**src/rtl/four_bit_signed_multiplier_if.sv**
```systemverilog
`default_nettype none
// ============================================================================
// Module      : four_bit_signed_multiplier_if
// Description : Operand/result bundle for the 4x4 signed multiplier. The
//               master drives the operands and the capture strobe; the
//               slave (the multiplier) returns the registered product.
// Revision    : 1.0 - initial release
// ============================================================================
interface four_bit_signed_multiplier_if;
  logic       in_valid;
  logic [3:0] a;
  logic [3:0] b;
  logic [7:0] product;
  logic       out_valid;

  modport master (
    output in_valid,
    output a,
    output b,
    input  product,
    input  out_valid
  );

  modport slave (
    input  in_valid,
    input  a,
    input  b,
    output product,
    output out_valid
  );
endinterface
`default_nettype wire

```
**src/rtl/four_bit_signed_multiplier.sv**
```systemverilog
`default_nettype none
// ============================================================================
// Module      : four_bit_signed_multiplier
// Description : Registered 4x4 two's-complement multiplier with an exact
//               8-bit signed product and one cycle of latency. The product
//               is built from a Baugh-Wooley partial-product array summed
//               by explicit half/full-adder ripple rows.
// Revision    : 1.0 - initial release
// ============================================================================

// ----------------------------------------------------------------------------
// Half adder cell
// ----------------------------------------------------------------------------
module four_bit_signed_multiplier_ha (
  input  wire logic x,
  input  wire logic y,
  output logic      s,
  output logic      co
);
  assign s  = x ^ y;
  assign co = x & y;
endmodule

// ----------------------------------------------------------------------------
// Full adder cell
// ----------------------------------------------------------------------------
module four_bit_signed_multiplier_fa (
  input  wire logic x,
  input  wire logic y,
  input  wire logic ci,
  output logic      s,
  output logic      co
);
  assign s  = x ^ y ^ ci;
  assign co = (x & y) | (ci & (x ^ y));
endmodule

// ----------------------------------------------------------------------------
// 8-bit ripple adder, modulo 2^8. The carry out of the top bit is never
// needed because the final product is truncated to 8 bits, so bit 7 is a
// bare XOR rather than a full adder.
// ----------------------------------------------------------------------------
module four_bit_signed_multiplier_rca8 (
  input  wire logic [7:0] x,
  input  wire logic [7:0] y,
  output logic      [7:0] s
);
  logic [7:1] w_c;

  four_bit_signed_multiplier_ha u_ha0 (
    .x  (x[0]),
    .y  (y[0]),
    .s  (s[0]),
    .co (w_c[1])
  );

  for (genvar k = 1; k < 7; k++) begin : g_fa
    four_bit_signed_multiplier_fa u_fa (
      .x  (x[k]),
      .y  (y[k]),
      .ci (w_c[k]),
      .s  (s[k]),
      .co (w_c[k+1])
    );
  end

  assign s[7] = x[7] ^ y[7] ^ w_c[7];
endmodule

// ----------------------------------------------------------------------------
// Top: partial-product array, adder rows and output register
// ----------------------------------------------------------------------------
module four_bit_signed_multiplier (
  input  wire logic                     clk,
  input  wire logic                     rst_n,
  four_bit_signed_multiplier_if.slave   bus
);
  // Baugh-Wooley correction for n=4: +2^n and +2^(2n-1), i.e. bits 4 and 7.
  localparam logic [7:0] c_BW_CORR = 8'h90;

  // w_pp[j][i] is the (possibly inverted) term a[i]&b[j], weight 2^(i+j).
  logic [3:0][3:0] w_pp;
  // w_row[j] is partial-product row j aligned to its weight.
  logic [3:0][7:0] w_row;
  logic [7:0]      w_sum01;
  logic [7:0]      w_sum012;
  logic [7:0]      w_sum0123;
  logic [7:0]      w_product;

  logic [7:0]      r_product;
  logic            r_out_valid;

  // Terms that pair exactly one sign bit with a magnitude bit carry negative
  // weight; inverting them (plus the correction constant) keeps every row
  // non-negative so plain unsigned adders can sum the array.
  for (genvar j = 0; j < 4; j++) begin : g_pp_row
    for (genvar i = 0; i < 4; i++) begin : g_pp_col
      if ((i == 3) != (j == 3)) begin : g_inv
        assign w_pp[j][i] = ~(bus.a[i] & bus.b[j]);
      end else begin : g_plain
        assign w_pp[j][i] = bus.a[i] & bus.b[j];
      end
    end
  end

  // Shift each row into position; bits outside the row's span are zero.
  for (genvar j = 0; j < 4; j++) begin : g_row
    for (genvar k = 0; k < 8; k++) begin : g_bit
      if ((k >= j) && (k < j + 4)) begin : g_term
        assign w_row[j][k] = w_pp[j][k-j];
      end else begin : g_zero
        assign w_row[j][k] = 1'b0;
      end
    end
  end

  four_bit_signed_multiplier_rca8 u_add01 (
    .x (w_row[0]),
    .y (w_row[1]),
    .s (w_sum01)
  );

  four_bit_signed_multiplier_rca8 u_add012 (
    .x (w_sum01),
    .y (w_row[2]),
    .s (w_sum012)
  );

  four_bit_signed_multiplier_rca8 u_add0123 (
    .x (w_sum012),
    .y (w_row[3]),
    .s (w_sum0123)
  );

  four_bit_signed_multiplier_rca8 u_add_corr (
    .x (w_sum0123),
    .y (c_BW_CORR),
    .s (w_product)
  );

  // Capture the product on a valid strobe; the result holds otherwise while
  // out_valid marks only the cycle right after a capture.
  always_ff @(posedge clk or negedge rst_n) begin
    if (!rst_n) begin
      r_product   <= 8'h00;
      r_out_valid <= 1'b0;
    end else begin
      r_out_valid <= bus.in_valid;
      if (bus.in_valid) begin
        r_product <= w_product;
      end
    end
  end

  assign bus.product   = r_product;
  assign bus.out_valid = r_out_valid;
endmodule
`default_nettype wire

```
**src/flat_wrapper.sv**
```systemverilog
// flat-port wrapper written by rule: the top's interface ports become plain ports
module four_bit_signed_multiplier_flat 
  (clk, rst_n, bus_in_valid, bus_a, bus_b, bus_product, bus_out_valid);
  four_bit_signed_multiplier_if bus_i ();
  input  wire logic clk;
  input  wire logic rst_n;
  input wire logic [$bits(bus_i.in_valid)-1:0] bus_in_valid;
  input wire logic [$bits(bus_i.a)-1:0] bus_a;
  input wire logic [$bits(bus_i.b)-1:0] bus_b;
  output wire logic [$bits(bus_i.product)-1:0] bus_product;
  output wire logic [$bits(bus_i.out_valid)-1:0] bus_out_valid;
  assign bus_i.in_valid = bus_in_valid;
  assign bus_i.a = bus_a;
  assign bus_i.b = bus_b;
  assign bus_product = bus_i.product;
  assign bus_out_valid = bus_i.out_valid;
  four_bit_signed_multiplier u_core (.clk(clk), .rst_n(rst_n), .bus(bus_i));
endmodule
```
**config.mk**
```make
export PLATFORM = sky130hd
export DESIGN_NAME = four_bit_signed_multiplier_flat
export DESIGN_NICKNAME = d
export VERILOG_FILES = /design/src/rtl/four_bit_signed_multiplier_if.sv /design/src/rtl/four_bit_signed_multiplier.sv /design/src/flat_wrapper.sv
export SDC_FILE = /design/constraint.sdc
export NUM_CORES = 1
export LEC_CHECK = 0
export CAP_MARGIN = 20
export CORE_MARGIN = 1.5
export CORE_UTILIZATION = 40
export CTS_BUF_LIST = sky130_fd_sc_hd__clkbuf_4
export DETAILED_ROUTE_END_ITERATION = 7
export PLACE_DENSITY = 0.69
export SKIP_LAST_GASP = 1
export SLEW_MARGIN = 15
export SYNTH_ARGS = -nofsm -noshare
export SYNTH_HDL_FRONTEND = slang
export SYNTH_SLANG_ARGS = --single-unit
```
**constraint.sdc**
```tcl
create_clock -name clk -period 0.8 [get_ports clk]
set_input_delay 0.16 -clock clk [delete_from_list [all_inputs] [get_ports clk]]
set_output_delay 0.16 -clock clk [all_outputs]
set_load 0.01 [all_outputs]
```
---- After elaboration in Yosys (flattened, before gate mapping) ----
Cells that the tools add are included.
storage, ports and cells
  flip-flop bits (word level) ............. 9
  output and inout port bits .............. 9
  logic and storage cells ................. 79
operators by class
  bitwise operators ....................... 77
operators by type and width
  kind           count
  $and A1 B1 Y1  38
  $xor A1 B1 Y1  23
  $not A1 Y1     8
  $or A1 B1 Y1   8

---- Depth between registers and ports, before layout ----
  word-level depth ........................ 18
  mapped depth ............................ 20
  depth with buffers taken out ............ 20

---- Modules after synthesis ----
A second synthesis with hierarchy kept.
second synthesis, totals
  cell total of the unflattened synthesis .. 68
  area total of the unflattened synthesis .. 1074.8 um^2
by module, submodules not included
  module                           instances  cells each  area an instance (um^2)
  four_bit_signed_multiplier_fa    24         1           20.0
  four_bit_signed_multiplier       1          36          449.2
  four_bit_signed_multiplier_rca8  4          1           23.8
  four_bit_signed_multiplier_ha    4          1           12.5

---- Worst setup path before layout ----
OpenSTA, ideal clock, no wires.
  path kind ............................... input port to flip-flop
  start point ............................. input port bus_a[1]
  end point ............................... register u_core.r_product[6] (netlist: u_core.bus.product[6])
  library setup time ...................... 0.125 ns
  data arrival time ....................... 3.829 ns
  slack ................................... -3.154 ns
  cell stages on the path ................. 17
  path through ............................ and2_1 ha_1 inv_1 fa_1 fa_1 fa_1 inv_1 fa_1 inv_1 fa_1 inv_1 fa_1 inv_1 fa_1 inv_1 ha_1 mux2_4
between the ends
  word-level cells in the longest chain between the ends .. 16
  elaborated cells on any way between the ends .. 47
ends and longest elaborated chain
  item                                                   RTL line                                                            source
  from (decl)                                            flat_wrapper.sv:8                                                   input wire logic [$bits(bus_i.a)-1:0] bus_a;
  $and A1 B1 Y1                                          four_bit_signed_multiplier.sv:101                                   assign w_pp[j][i] = bus.a[i] & bus.b[j];
  $and A1 B1 Y1 / $xor A1 B1 Y1 (equally long branches)  four_bit_signed_multiplier.sv:35, four_bit_signed_multiplier.sv:34
  $and A1 B1 Y1                                          four_bit_signed_multiplier.sv:35                                    assign co = (x & y) | (ci & (x ^ y));
  $or A1 B1 Y1                                           four_bit_signed_multiplier.sv:35
  $and A1 B1 Y1 / $xor A1 B1 Y1 (equally long branches)  four_bit_signed_multiplier.sv:35, four_bit_signed_multiplier.sv:34
  $or A1 B1 Y1 / $xor A1 B1 Y1 (equally long branches)   four_bit_signed_multiplier.sv:35, four_bit_signed_multiplier.sv:34
  $xor A1 B1 Y1 / $and A1 B1 Y1 (equally long branches)  four_bit_signed_multiplier.sv:34, four_bit_signed_multiplier.sv:35
  $xor A1 B1 Y1 / $or A1 B1 Y1 (equally long branches)   four_bit_signed_multiplier.sv:34, four_bit_signed_multiplier.sv:35
  $xor A1 B1 Y1 / $and A1 B1 Y1 (equally long branches)  four_bit_signed_multiplier.sv:34, four_bit_signed_multiplier.sv:35
  $xor A1 B1 Y1 / $or A1 B1 Y1 (equally long branches)   four_bit_signed_multiplier.sv:34, four_bit_signed_multiplier.sv:35
  $and A1 B1 Y1 / $xor A1 B1 Y1 (equally long branches)  four_bit_signed_multiplier.sv:35, four_bit_signed_multiplier.sv:34
  $or A1 B1 Y1 / $xor A1 B1 Y1 (equally long branches)   four_bit_signed_multiplier.sv:35, four_bit_signed_multiplier.sv:34
  $and A1 B1 Y1                                          four_bit_signed_multiplier.sv:35
  $or A1 B1 Y1                                           four_bit_signed_multiplier.sv:35
  $xor A1 B1 Y1                                          four_bit_signed_multiplier.sv:34                                    assign s = x ^ y ^ ci;
  $xor A1 B1 Y1 *                                        four_bit_signed_multiplier.sv:34
  via u_core.u_add_corr.g_fa[6].u_fa.s                   four_bit_signed_multiplier.sv:31                                    output logic s,
  to (signal assigned)                                   four_bit_signed_multiplier.sv:150                                   r_product <= w_product;
  to (decl)                                              four_bit_signed_multiplier.sv:90                                    logic [7:0] r_product;
Mark *: on every way through the listed nets, which the timed path passes. The rest lies on a longest branch.
A chain may end at the register's enable or synchronous reset.

---- Final worst setup path ----
  start point ............................. input port bus_b[0]
  end point ............................... register u_core.r_product[6] (netlist: u_core.bus.product[6])
between the ends
  word-level cells in the longest chain between the ends .. 16
  elaborated cells on any way between the ends .. 48
ends and longest elaborated chain
  item                                                   RTL line                                                            source
  from (decl)                                            flat_wrapper.sv:9                                                   input wire logic [$bits(bus_i.b)-1:0] bus_b;
  $and A1 B1 Y1                                          four_bit_signed_multiplier.sv:101
  $and A1 B1 Y1 / $xor A1 B1 Y1 (equally long branches)  four_bit_signed_multiplier.sv:35, four_bit_signed_multiplier.sv:34
  $and A1 B1 Y1                                          four_bit_signed_multiplier.sv:35
  $or A1 B1 Y1                                           four_bit_signed_multiplier.sv:35
  $and A1 B1 Y1 / $xor A1 B1 Y1 (equally long branches)  four_bit_signed_multiplier.sv:35, four_bit_signed_multiplier.sv:34
  $or A1 B1 Y1 / $xor A1 B1 Y1 (equally long branches)   four_bit_signed_multiplier.sv:35, four_bit_signed_multiplier.sv:34
  $xor A1 B1 Y1 / $and A1 B1 Y1 (equally long branches)  four_bit_signed_multiplier.sv:34, four_bit_signed_multiplier.sv:35
  $xor A1 B1 Y1 / $or A1 B1 Y1 (equally long branches)   four_bit_signed_multiplier.sv:34, four_bit_signed_multiplier.sv:35
  $xor A1 B1 Y1 / $and A1 B1 Y1 (equally long branches)  four_bit_signed_multiplier.sv:34, four_bit_signed_multiplier.sv:35
  $xor A1 B1 Y1 / $or A1 B1 Y1 (equally long branches)   four_bit_signed_multiplier.sv:34, four_bit_signed_multiplier.sv:35
  $and A1 B1 Y1 / $xor A1 B1 Y1 (equally long branches)  four_bit_signed_multiplier.sv:35, four_bit_signed_multiplier.sv:34
  $or A1 B1 Y1 / $xor A1 B1 Y1 (equally long branches)   four_bit_signed_multiplier.sv:35, four_bit_signed_multiplier.sv:34
  $and A1 B1 Y1                                          four_bit_signed_multiplier.sv:35
  $or A1 B1 Y1                                           four_bit_signed_multiplier.sv:35
  $xor A1 B1 Y1                                          four_bit_signed_multiplier.sv:34
  $xor A1 B1 Y1 *                                        four_bit_signed_multiplier.sv:34
  via u_core.u_add_corr.g_fa[6].u_fa.s                   four_bit_signed_multiplier.sv:31
Marks and branches as above.

==> reports/metrics.yaml <==
die:
  rows: 15
  core_um2: 1708
  die_w_um: 45.52
  initial_core_util: 0.4234
  io_pins: 20
  die_h_um: 45.52
  die_area_um2: 2072
power_and_ir_drop:
  ir_drop_v: 0.001797
  p_leak_nw: 0.5372
  power.density_nw_per_um2: 2067
finish:
  nFillCells: 152
  layout.cells.non_filler: 125
  drive_gt1_frac: 0.5800
  nets: 126
  stdcell_area_um2: 1119
  diodes: 0
  final_cell_mix: "inv_2 (10), buf_4 (10), buf_2 (9), dfrtp_1 (9), nand2_1 (7)"
  syn_to_final_growth_pct: 54.67
synth:
  synth_area_leaders: "dfrtp_1 (31%), fa_1 (22%), mux2_4 (12%)"
  synth.avg_cell_area_um2: 10.96
  yosys.area.top_type_share: 0.3114
  synthesis.nets: 91
  synth-seq-area-share: 0.3114
  syn_area_um2: 723.2
  synth_cell_types: 13
  yosys_warnings: 0
  synth_seq_cells: 9
  yosys.area.top_type: "dfrtp_1"
  postSynthCellCount: 66
detailed_routing:
  wl_per_cell_um: 11.87
  num_vias: 544
  drc: 0
  wl_um: 1484
  drtIter0Drc: 1
  postRouteAntennaNets: 0
  avgViaCountPerCell: 4.352
  drt_pre_antenna_iters: 4
place:
  placed_cell_area_um2: 1061
  place_congestion: 0.8109
  hpwl_um: 1163
  io_buffer_count: 19
  post-place-ws_ns: -3.648
  dp.cells: 119
setup_path:
  cp_top_family: "adder cells"
  critPathMaxFanout: 2
  setup.worst_path.class: "in2reg"
  crit_slowest_cell: "fa_1"
  crit_buf_inv: 7
  path_cells: "buf_6, and2_4, ha_4, inv_2, fa_2, fa_1, fa_2, inv_2, fa_2, inv_2, fa_2, inv_2, fa_2, inv_2, fa_1, inv_1, ha_1, mux2_4"
  start_kind: "primary input"
  arrival_ns: 3.87
  cp.required_ns: 0.94
  crit_path_end_kind: "register"
  slowest_delay_ns: 0.54
outcome:
  violations: "setup timing"
  status: "finished, violations left"
cts:
  cts_buffers: 3
  cts_hold_buf: 0
  clk_path_buf_depth: 2
  cts_root_buf: "clkbuf_4"
  cts.clk_slew.worst_paths_ns: 0.06
  clk_latency_ns: 0.25
  cts_sinks: 9
  htreeDepth: 1
  cts_tree: "yes"
timing:
  tns_ns: -13.54
  setup_viol: 15
  max-slew-margin-rel: 0.8914
  rsz0062_at_grt: "yes"
  finClkSkew_ns: 0
  layout_setup_ws_ns: -2.933
  worst_pin_slew_ns: 0.1618
  drv_slew: 0
  period_needed_ns: 3.733
  hold_viol: 0
  finalCritPeriodShare: 4.666
  fmax_mhz: 267.9
grt:
  overflow: 0
  grt_max_degree: 11
  grt_pass1_vias: 555
  groute.usage.overall: 0.1639
  antenna_found_initial: 0
  grt_first_pass_wirelength_um: 2352
run:
  drv_cap: 0
worst_hold_path:
  hp-class: "in2reg"
[timing repair]
item	in CTS	in global routing
pin swaps	15	10
resized for setup	67	3
endpoints found under the setup margin	17	15
setup buffers	1	1
[where the power goes]
group | switching (mW) | total, mW | internal (mW)
clock network | 0.146 | 0.372 | 0.225
logic | 0.556 | 1.27 | 0.709
registers | 0.0709 | 0.675 | 0.604
[flip-flops by register name, summed over array words and instances, names as in the netlist]
name,flops
u_core.bus.out_valid,1
u_core.bus.product,8
[cells in the mapped netlist]
| cell | number |
|---|---|
| nand3_1 | 1 |
| fa_1 | 8 |
| mux2_4 | 6 |
| xnor2_1 | 1 |
| ha_1 | 6 |
| buf_6 | 1 |
| nand2_1 | 8 |
| nor2_1 | 1 |
| inv_1 | 16 |
| o21ai_0 | 1 |
| dfrtp_1 | 9 |
| a21oi_1 | 1 |
| and2_1 | 7 |
[path summary, 6_finish.rpt]
kind | cells after the start | from | to | slack [ns]
worst min register to register | 1 | u_core.bus.product[6] | u_core.bus.product[6] | 0.50
max in group asynchronous | 2 | rst_n | u_core.bus.product[2] | 0.48
worst max register to register | 2 | u_core.bus.product[2] | u_core.bus.product[2] | -0.08
worst max-delay path | 18 | bus_b[0] | u_core.bus.product[6] | -2.93
min in group asynchronous | 2 | rst_n | u_core.bus.product[4] | 0.22
worst min-delay path | 1 | bus_in_valid | u_core.bus.out_valid | 0.21
[per-stage QoR]
| stage | hold WS, ns | power [mW] | util |
|---|---|---|---|
| CTS | 0.1978 | 2.319 | 0.6418 |
| floorplan | -0.1356 | 1.373 | - |
| detailed placement | 0.4896 | 1.934 | 0.6212 |
| global placement | 0.4880 | 1.898 | 0.6212 |
| global route | 0.1977 | 2.502 | 0.6549 |
| finish | 0.2098 | 2.312 | 0.6549 |
[per-layer routing]
layer,up-vias,track usage,part of all wire
met5,-,0,0
met4,0,0.08824,0
met3,0,0.01984,0.046
met2,16,0.2563,0.52
met1,263,0.2197,0.44
li1,265,-,-
[final cells by class]
cell class	instances	area, um^2	share of cell area
Timing Repair Buffer	31	262.8	0.2349
Sequential cell	9	225.2	0.2013
Multi-Input combinational cell	40	509.2	0.4553
Clock buffer	4	30.03	0.02685
Inverter	16	60.06	0.05369
Tap cell	25	31.28	0.02796
[logic make-up (layout without fill, tap and decap cells)]
logic type                 after synthesis  in the layout  synth area share
DFF                                      9              9            0.3114
and+or+nand+nor                         17             17            0.1142
muxes                                    6              6            0.1246
xor gates and xnor gates                 1              1           0.01211
buffers and inverters                   17             51           0.09862
AOI/OAI and AO/OA                        2              2           0.01383
adders and majority gates               14             14            0.3253
No activity file was read; power rests on OpenSTA's default activity.
